**config.mk**
```make
export PLATFORM = sky130hd
export DESIGN_NAME = fifo_share_ctrl
export DESIGN_NICKNAME = d
export VERILOG_FILES = /design/src/rtl/fifo_share_ctrl.sv
export SDC_FILE = /design/constraint.sdc
export NUM_CORES = 1
export LEC_CHECK = 0
export CAP_MARGIN = 20
export CELL_PAD_IN_SITES_DETAIL_PLACEMENT = 1
export CELL_PAD_IN_SITES_GLOBAL_PLACEMENT = 1
export CORE_MARGIN = 2
export CORE_UTILIZATION = 21
export CTS_BUF_LIST = sky130_fd_sc_hd__clkbuf_4 sky130_fd_sc_hd__clkbuf_8
export CTS_CLUSTER_SIZE = 30
export DETAILED_ROUTE_END_ITERATION = 8
export PLACE_DENSITY_LB_ADDON = 0.1
export SYNTH_ARGS = -nofsm -noshare
export SYNTH_HDL_FRONTEND = slang
export SYNTH_SLANG_ARGS = --single-unit
```
**constraint.sdc**
```tcl
create_clock -name clk -period 1.3 [get_ports clk]
set_input_delay 0.26 -clock clk [delete_from_list [all_inputs] [get_ports clk]]
set_output_delay 0.26 -clock clk [all_outputs]
set_load 0.005 [all_outputs]
```
**src/rtl/fifo_share_ctrl.sv**
```systemverilog
// rtl/fifo_share_ctrl.sv - shares one single-port FIFO between two producers and one consumer
module fifo_share_ctrl #(
    parameter int DATA_WIDTH   = 6,
    parameter int MAX_WR_BURST = 4
) (
    input  logic                  clk,
    input  logic                  rst,
    input  logic                  req0_valid,
    input  logic [DATA_WIDTH-1:0] req0_data,
    output logic                  req0_ready,
    input  logic                  req1_valid,
    input  logic [DATA_WIDTH-1:0] req1_data,
    output logic                  req1_ready,
    input  logic                  rd_req,
    output logic                  rd_valid,
    output logic                  wr_grant_id,
    output logic                  fifo_wr_en,
    output logic                  fifo_rd_en,
    output logic [DATA_WIDTH-1:0] fifo_din,
    input  logic                  fifo_full,
    input  logic                  fifo_empty
);

    localparam int BW = $clog2(MAX_WR_BURST + 1);

    logic          rr_ptr;
    logic [BW-1:0] wr_burst;
    logic          wr_pend;
    logic          rd_pend;
    logic          burst_max;
    logic          do_read;
    logic          do_write;
    logic          grant;

    // A read wins only when it is alone or the contended-write streak has hit the limit.
    always_comb begin
        wr_pend   = (req0_valid | req1_valid) & ~fifo_full;
        rd_pend   = rd_req & ~fifo_empty;
        burst_max = (wr_burst == BW'(MAX_WR_BURST));
        do_read   = rd_pend & (~wr_pend | burst_max);
        do_write  = wr_pend & ~do_read;
        grant     = (req0_valid & req1_valid) ? rr_ptr : req1_valid;
    end

    always_comb begin
        fifo_wr_en  = 1'b0;
        fifo_rd_en  = 1'b0;
        req0_ready  = 1'b0;
        req1_ready  = 1'b0;
        wr_grant_id = 1'b0;
        fifo_din    = '0;
        if (!rst) begin
            fifo_rd_en = do_read;
            if (do_write) begin
                fifo_wr_en  = 1'b1;
                wr_grant_id = grant;
                fifo_din    = grant ? req1_data : req0_data;
                req0_ready  = ~grant;
                req1_ready  = grant;
            end
        end
    end

    always_ff @(posedge clk or posedge rst) begin
        if (rst) begin
            rr_ptr   <= 1'b0;
            wr_burst <= '0;
            rd_valid <= 1'b0;
        end else begin
            rd_valid <= do_read;
            if (do_write) begin
                rr_ptr <= ~grant;
            end
            if (do_read || !rd_pend) begin
                wr_burst <= '0;
            end else if (do_write && !burst_max) begin
                wr_burst <= wr_burst + BW'(1);
            end
        end
    end

endmodule

```
==> flow_summary_export.csv, run 1 <==
group,metric,value,unit
logic_synthesis,syn_avg_cell_area,8.40,um2
worst_hold_path,hp-class,"in -> async",
timing,finalHoldViolCount,0,
timing,rsz0062_at_grt,"true",
final_layout,syn2layout_area_growth,124,%
cts,cts.sinks,5,
critical_path,reg2reg_slack,-240,ps
timing,finalMaxSlewViolations,0,
timing,finalCritPeriodShare,142,%
timing,fin_worst_skew,2.65,ps
pwr,pwr_density_cell,617,nW/um2
timing,period_minus_slack,1840,ps
grt,grt_max_degree,13,
pwr,cellLeakagePower,0.000460,uW
floorplan,start_util,22.5,%
cts,htreeDepth,1,
final_layout,drive_gt1_share,51.9,%
placement,placed_area,863,um2
cts,cts_tree,"built",
cts,cts_buffers,3,
logic_synthesis,netlist_instances,53,
pwr,clkPwrFrac,30.3,%
detailed_routing,drtAntennaViolNets,0,
status,outcome,"finished with violations",
placement,io_buffers,30,
placement,gp_congestion,0.690,
logic_synthesis,synth_top_area_cell,"dfrtp_1",
final_layout,final_nets,128,
grt,grt_pass1_vias,628,
logic_synthesis,yosysSeqAreaShare,28.1,%
placement,dp_hpwl,1.23,mm
floorplan,die_w,50.1,um
pwr,swShare,28.9,%
final_layout,nFillCells,233,
timing,setup_ws,-543,ps
cts,cts_hold_buf,0,
floorplan,ios,31,
critical_path,required,1040,ps
pwr,irDropWorstVdd,0.000419,V
cts,clk_pin_slew,50,ps
logic_synthesis,syn_nets,74,
pwr,pwr-share-comb,42.0,%
critical_path,crit_fanout,3,
detailed_routing,vias,589,
critical_path,cp-start-kind,"register",
logic_synthesis,synth_area,445,um2
floorplan,fp.dieArea,2510,um2
grt,globalRouteOverflowTotal,0,
final_layout,diodes,0,
cts,insertion_delay,250,ps
pwr,p_seq_share,27.7,%
detailed_routing,drt-total-wl,1.85,mm
floorplan,fp.dieH,50.1,um
pwr,internal_power,439,uW
logic_synthesis,synthDistinctLibCells,24,
floorplan,core_area,1980,um2
cts,cts_root_buf,"clkbuf_4",
grt,grt_usage,15.3,%
detailed_routing,first_pass_iters,4,
final_layout,design_area,1000,um2
timing,worstMarginPinSlew,280,ps
flow_run,maxCapViolCount,0,
cts,clk_path_buf_depth,2,
timing,max_freq,543,MHz
floorplan,rows,16,
final_layout,final_util,50.4,%
critical_path,crit_type,"reg -> out",
timing,setup_viol,13,
detailed_routing,first_iter_violations,3,
detailed_routing,viasPerCell,4.43,
critical_path,crit_arrival,1580,ps
pwr,power_switching,178,uW
status,failed_checks,"negative setup slack",
timing,relSlewSlack,81.1,%
logic_synthesis,ys_seq_elements,5,
logic_synthesis,synth.area.top_cells,"dfrtp_1, nand3b_1, a21oi_1, o21ai_0, ha_1",
timing,hold_ws,436,ps
detailed_routing,wl_per_cell,13.9,um
logic_synthesis,yosys_warnings,0,
logic_synthesis,synthDominantCellAreaShare,28.1,%
detailed_routing,drc,0,
grt,grt_pass1_wl,2.92,mm
critical_path,cp-end-kind,"output port",
grt,grt_antenna_before_repair,0,
power by group through the flow:
stage                     clock network [uW]  logic, uW  registers (uW)
after floorplan                            0       85.0             171
after global placement                     0        214             171
after detailed placement                   0        217             171
after CTS                                195        247             171
after global routing                     209        280             171
final                                    187        259             171
cell type report:
cell class / instances / area (um2) / share of cell area (%)
repair buffers: 51 / 455 / 45.6
clock inverters: 1 / 5.00 / 0.501
flip-flops and latches: 5 / 125 / 12.5
clock buffers: 3 / 22.5 / 2.25
well taps: 27 / 33.8 / 3.38
multi-input cells: 41 / 339 / 33.9
inverters: 5 / 18.8 / 1.88
synthesized netlist by cell type (all sizes together):
cell type / n
nand3b: 6
o21ba: 1
and2: 1
a21oi: 6
nor3: 1
nor2b: 3
o21ai: 6
inv: 5
nand4b: 1
dfrtp: 5
ha: 2
buf: 3
xnor2: 1
nand2b: 2
nor2: 4
nand2: 2
and3: 1
mux2: 1
nand3: 2
cells by family after synthesis:
family | synth area share (%)
AO/OA/AOI/OAI | 17.1
XOR/XNOR | 1.97
adder cells (fa/ha/maj) | 5.62
buffers and inverters | 9.55
flip-flops | 28.1
multiplexers | 3.37
AND/OR/NAND/NOR | 34.3
metrics by stage:
step                power, uW  worst slack (ps)  instances  TNS [ps]
floorplan                 256             -84.6         53     -84.6
global placement          385              -806        119     -8930
detailed placement        388              -814        119     -9020
CTS                       613              -515        132     -5660
global route              660              -615        133     -7050
finish                    616              -543        133     -6060
state kept, by name, summed over array words and instances, names as in the netlist:
| signal | flops |
|---|---|
| wr_burst | 3 |
| rd_valid | 1 |
| rr_ptr | 1 |
final timing paths:
path / startpoint / end / depth (start not counted)
setup / recovery: wr_burst[1]$_DFFE_PP0P_ / fifo_din[5] / 7
min in group clk: wr_burst[0]$_DFFE_PP0P_ / wr_burst[0]$_DFFE_PP0P_ / 2
setup reg to reg: wr_burst[1]$_DFFE_PP0P_ / rr_ptr$_DFFE_PP0P_ / 6
hold / removal: rst / wr_burst[0]$_DFFE_PP0P_ / 3
max in group asynchronous: rst / rd_valid$_DFF_PP0_ / 3
hold reg to reg: wr_burst[0]$_DFFE_PP0P_ / wr_burst[0]$_DFFE_PP0P_ / 2
cell usage in the layout (no fill, tap or decap), types with 2 or more instances in the layout:
master	count
buf_4	13
buf_6	7
nor2_1	2
clkdlybuf4s50_1	18
o21ai_0	6
nand3b_1	6
buf_2	10
nor2b_1	2
buf_12	2
a21oi_2	5
nand2_2	2
inv_1	4
dfrtp_1	5
clkbuf_4	3
nand2b_1	2
critical path, stage by stage (launching register included):
cell	delay, ps
dfrtp_1	380
inv_1	70
ha_2	180
nand4b_1	230
nand3_4	190
buf_6	120
a21oi_2	30
buf_2	140
timing repair:
item                                    in CTS  in global routing
cloned                                       1                  0
pin swaps                                    6                  4
resized for setup                           58                  6
buffers inserted                             9                  1
hold endpoints to repair                     0                  0
endpoints found under the setup margin      13                 13
metal layers:
metal | part of all wire (%) | wire length (um) | up-vias | GRT usage [%]
met2 | 54 | 995 | 23 | 29.8
met4 | 0.43 | 8 | 0 | 4.17
li1 | - | - | 289 | -
met3 | 5.5 | 101 | 2 | 1.82
met1 | 40 | 746 | 275 | 17.0
met5 | 0 | 0 | - | 0
(Power assumes the default switching activity.)
==> run 2: changes to the inputs <==
- MAX_ROUTING_LAYER: unset -> met4
==> results of run 2 <==
Final layout, timing and power as in run 1 (identical DEF).
Among the figures that moved: final weighted congestion in routability-driven placement 0.690 -> 0.698; overall routing resource usage 15.3% -> 15.8%
==> run 3: changes to the inputs <==
- CORE_MARGIN: 2 -> unset
==> flow_summary_export.csv, run 3 (synthesis gave the netlist of run 1 again) <==
group,metric,value,unit
critical_path,worst_r2r_path_depth,6,
timing,relSlewSlack,82.6,%
final_layout,final_nets,126,
critical_path,crit_arrival,1540,ps
floorplan,start_util,22.5,%
timing,setup_ws,-505,ps
grt,met2_usage,31.4,%
timing,finalHoldViolCount,0,
timing,max_freq,554,MHz
critical_path,crit_start,"wr_burst[1]$_DFFE_PP0P_",
grt,grt_usage,16.5,%
critical_path,required,1040,ps
detailed_routing,drtAntennaViolNets,0,
pwr,p_total,619,uW
status,outcome,"finished with violations",
grt,globalRouteOverflowTotal,0,
cts,cts.sinks,5,
final_layout,largest_reg_flops,3,
critical_path,cp-start-kind,"register",
final_layout,layout_commonest_cell,"clkdlybuf4s50_1",
timing,setup_viol,13,
floorplan,die_w,48.1,um
cts,clk_path_buf_depth,2,
final_layout,final_cell_mix,"clkdlybuf4s50_1, buf_4, buf_2",
final_layout,final_util,48.7,%
final_layout,top_register,"wr_burst",
placement,dp_hpwl,1.17,mm
floorplan,ios,31,
critical_path,r2r-end,"rr_ptr$_DFFE_PP0P_",
detailed_routing,first_pass_iters,1,
detailed_routing,drc,0,
placement,gp_congestion,0.695,
pwr,pwr_density_cell,641,nW/um2
detailed_routing,first_iter_violations,0,
timing,finalCritPeriodShare,139,%
timing,fin_worst_skew,2.38,ps
worst_hold_path,hp-class,"in -> async",
critical_path,cp-end-kind,"output port",
critical_path,crit-reg2reg-launch,"wr_burst[1]$_DFFE_PP0P_",
final_layout,syn2layout_area_growth,117,%
grt,grt_use_met3,2.26,%
grt,grt_max_degree,13,
cts,cts_buffers,3,
cts,cts_hold_buf,0,
placement,io_buffers,30,
pwr,cellLeakagePower,0.000449,uW
critical_path,reg2reg_slack,-210,ps
floorplan,rows,16,
final_layout,drive_gt1_share,51.0,%
grt,grt_antenna_before_repair,0,
detailed_routing,drt-total-wl,1.68,mm
cts,clk_pin_slew,50,ps
critical_path,crit_type,"reg -> out",
pwr,irDropWorstVdd,0.000679,V
detailed_routing,vias,570,
detailed_routing,wl_per_cell,12.8,um
final_layout,diodes,0,
timing,hold_ws,449,ps
floorplan,fp.dieH,48.1,um
critical_path,crit_fanout,4,
timing,worstMarginPinSlew,259,ps
grt,grt_pass1_wl,2.51,mm
grt,grtUsageMet1,17.3,%
floorplan,fp.dieArea,2310,um2
cts,insertion_delay,250,ps
timing,finalMaxSlewViolations,0,
status,failed_checks,"negative setup slack",
cts,cts_tree,"built",
cts,htreeDepth,1,
flow_run,maxCapViolCount,0,
timing,rsz0062_at_grt,"true",
grt,grt_pass1_vias,594,
cts,cts_root_buf,"clkbuf_4",
detailed_routing,viasPerCell,4.35,
floorplan,core_area,1980,um2
final_layout,reg_top3,"wr_burst (3), rd_valid (1), rr_ptr (1)",
final_layout,nFillCells,229,
grt,grt_busiest_layer,"met2",
timing,period_minus_slack,1800,ps
run 3: cell count changes in the layout (fill, tap and decap cells not counted), sizes merged:
cell and delta:
clkbuf +1, clkinv -1, dlygate4sd2 +2, buf -2, clkdlybuf4s50 -2
run 3: worst max path at each step:
stage / cells after the start / slack [ps] / to
CTS: 7 / -510 / req0_ready
global placement: 5 / -830 / fifo_din[4]
finish: 7 / -500 / req0_ready
global route: 7 / -610 / req0_ready
detailed placement: 6 / -820 / fifo_din[0]
floorplan: 6 / -80 / wr_grant_id
run 3: where the power goes:
part | switching, uW | internal [uW]
clock | 69.8 | 137
combinational | 93.1 | 148
sequential | 6.83 | 164
run 3: final cells by class:
| type | count | area (um2) | area share [%] |
|---|---|---|---|
| repair buffers | 49 | 415 | 43.0 |
| multi-input cells | 41 | 343 | 35.5 |
| flip-flops and latches | 5 | 125 | 13.0 |
| well taps | 27 | 33.8 | 3.50 |
| clock buffers | 4 | 30.0 | 3.11 |
| inverters | 5 | 18.8 | 1.94 |
run 3: critical path, stage by stage (launching register included):
cell      delay, ps
dfrtp_1         350
inv_1            50
ha_2            170
nand4b_1        190
nand3_2         180
buf_6           160
nor2b_1          90
buf_2           120
run 3: metrics by stage:
step                      TNS [ps]  setup WS, ps  instance area, um2  std cells
after floorplan              -84.6         -84.6                 450         53
after global placement       -9090          -827                 856        118
after detailed placement     -9110          -818                 856        118
after CTS                    -5040          -506                 947        130
after global routing         -6320          -607                 966        131
final                        -5110          -505                 966        131
run 3: what timing repair did:
action / in CTS / in global routing
buffers inserted: 8 / 1
pin swaps: 4 / 2
gates cloned: 1 / 0
gates resized for setup: 62 / 3
setup endpoints to repair: 13 / 13
run 3: routing by layer:
layer	share of wire, %	vias up
li1	-	283
met1	40	262
met2	54	22
met3	5.1	3
met4	0.83	0
met5	0	-
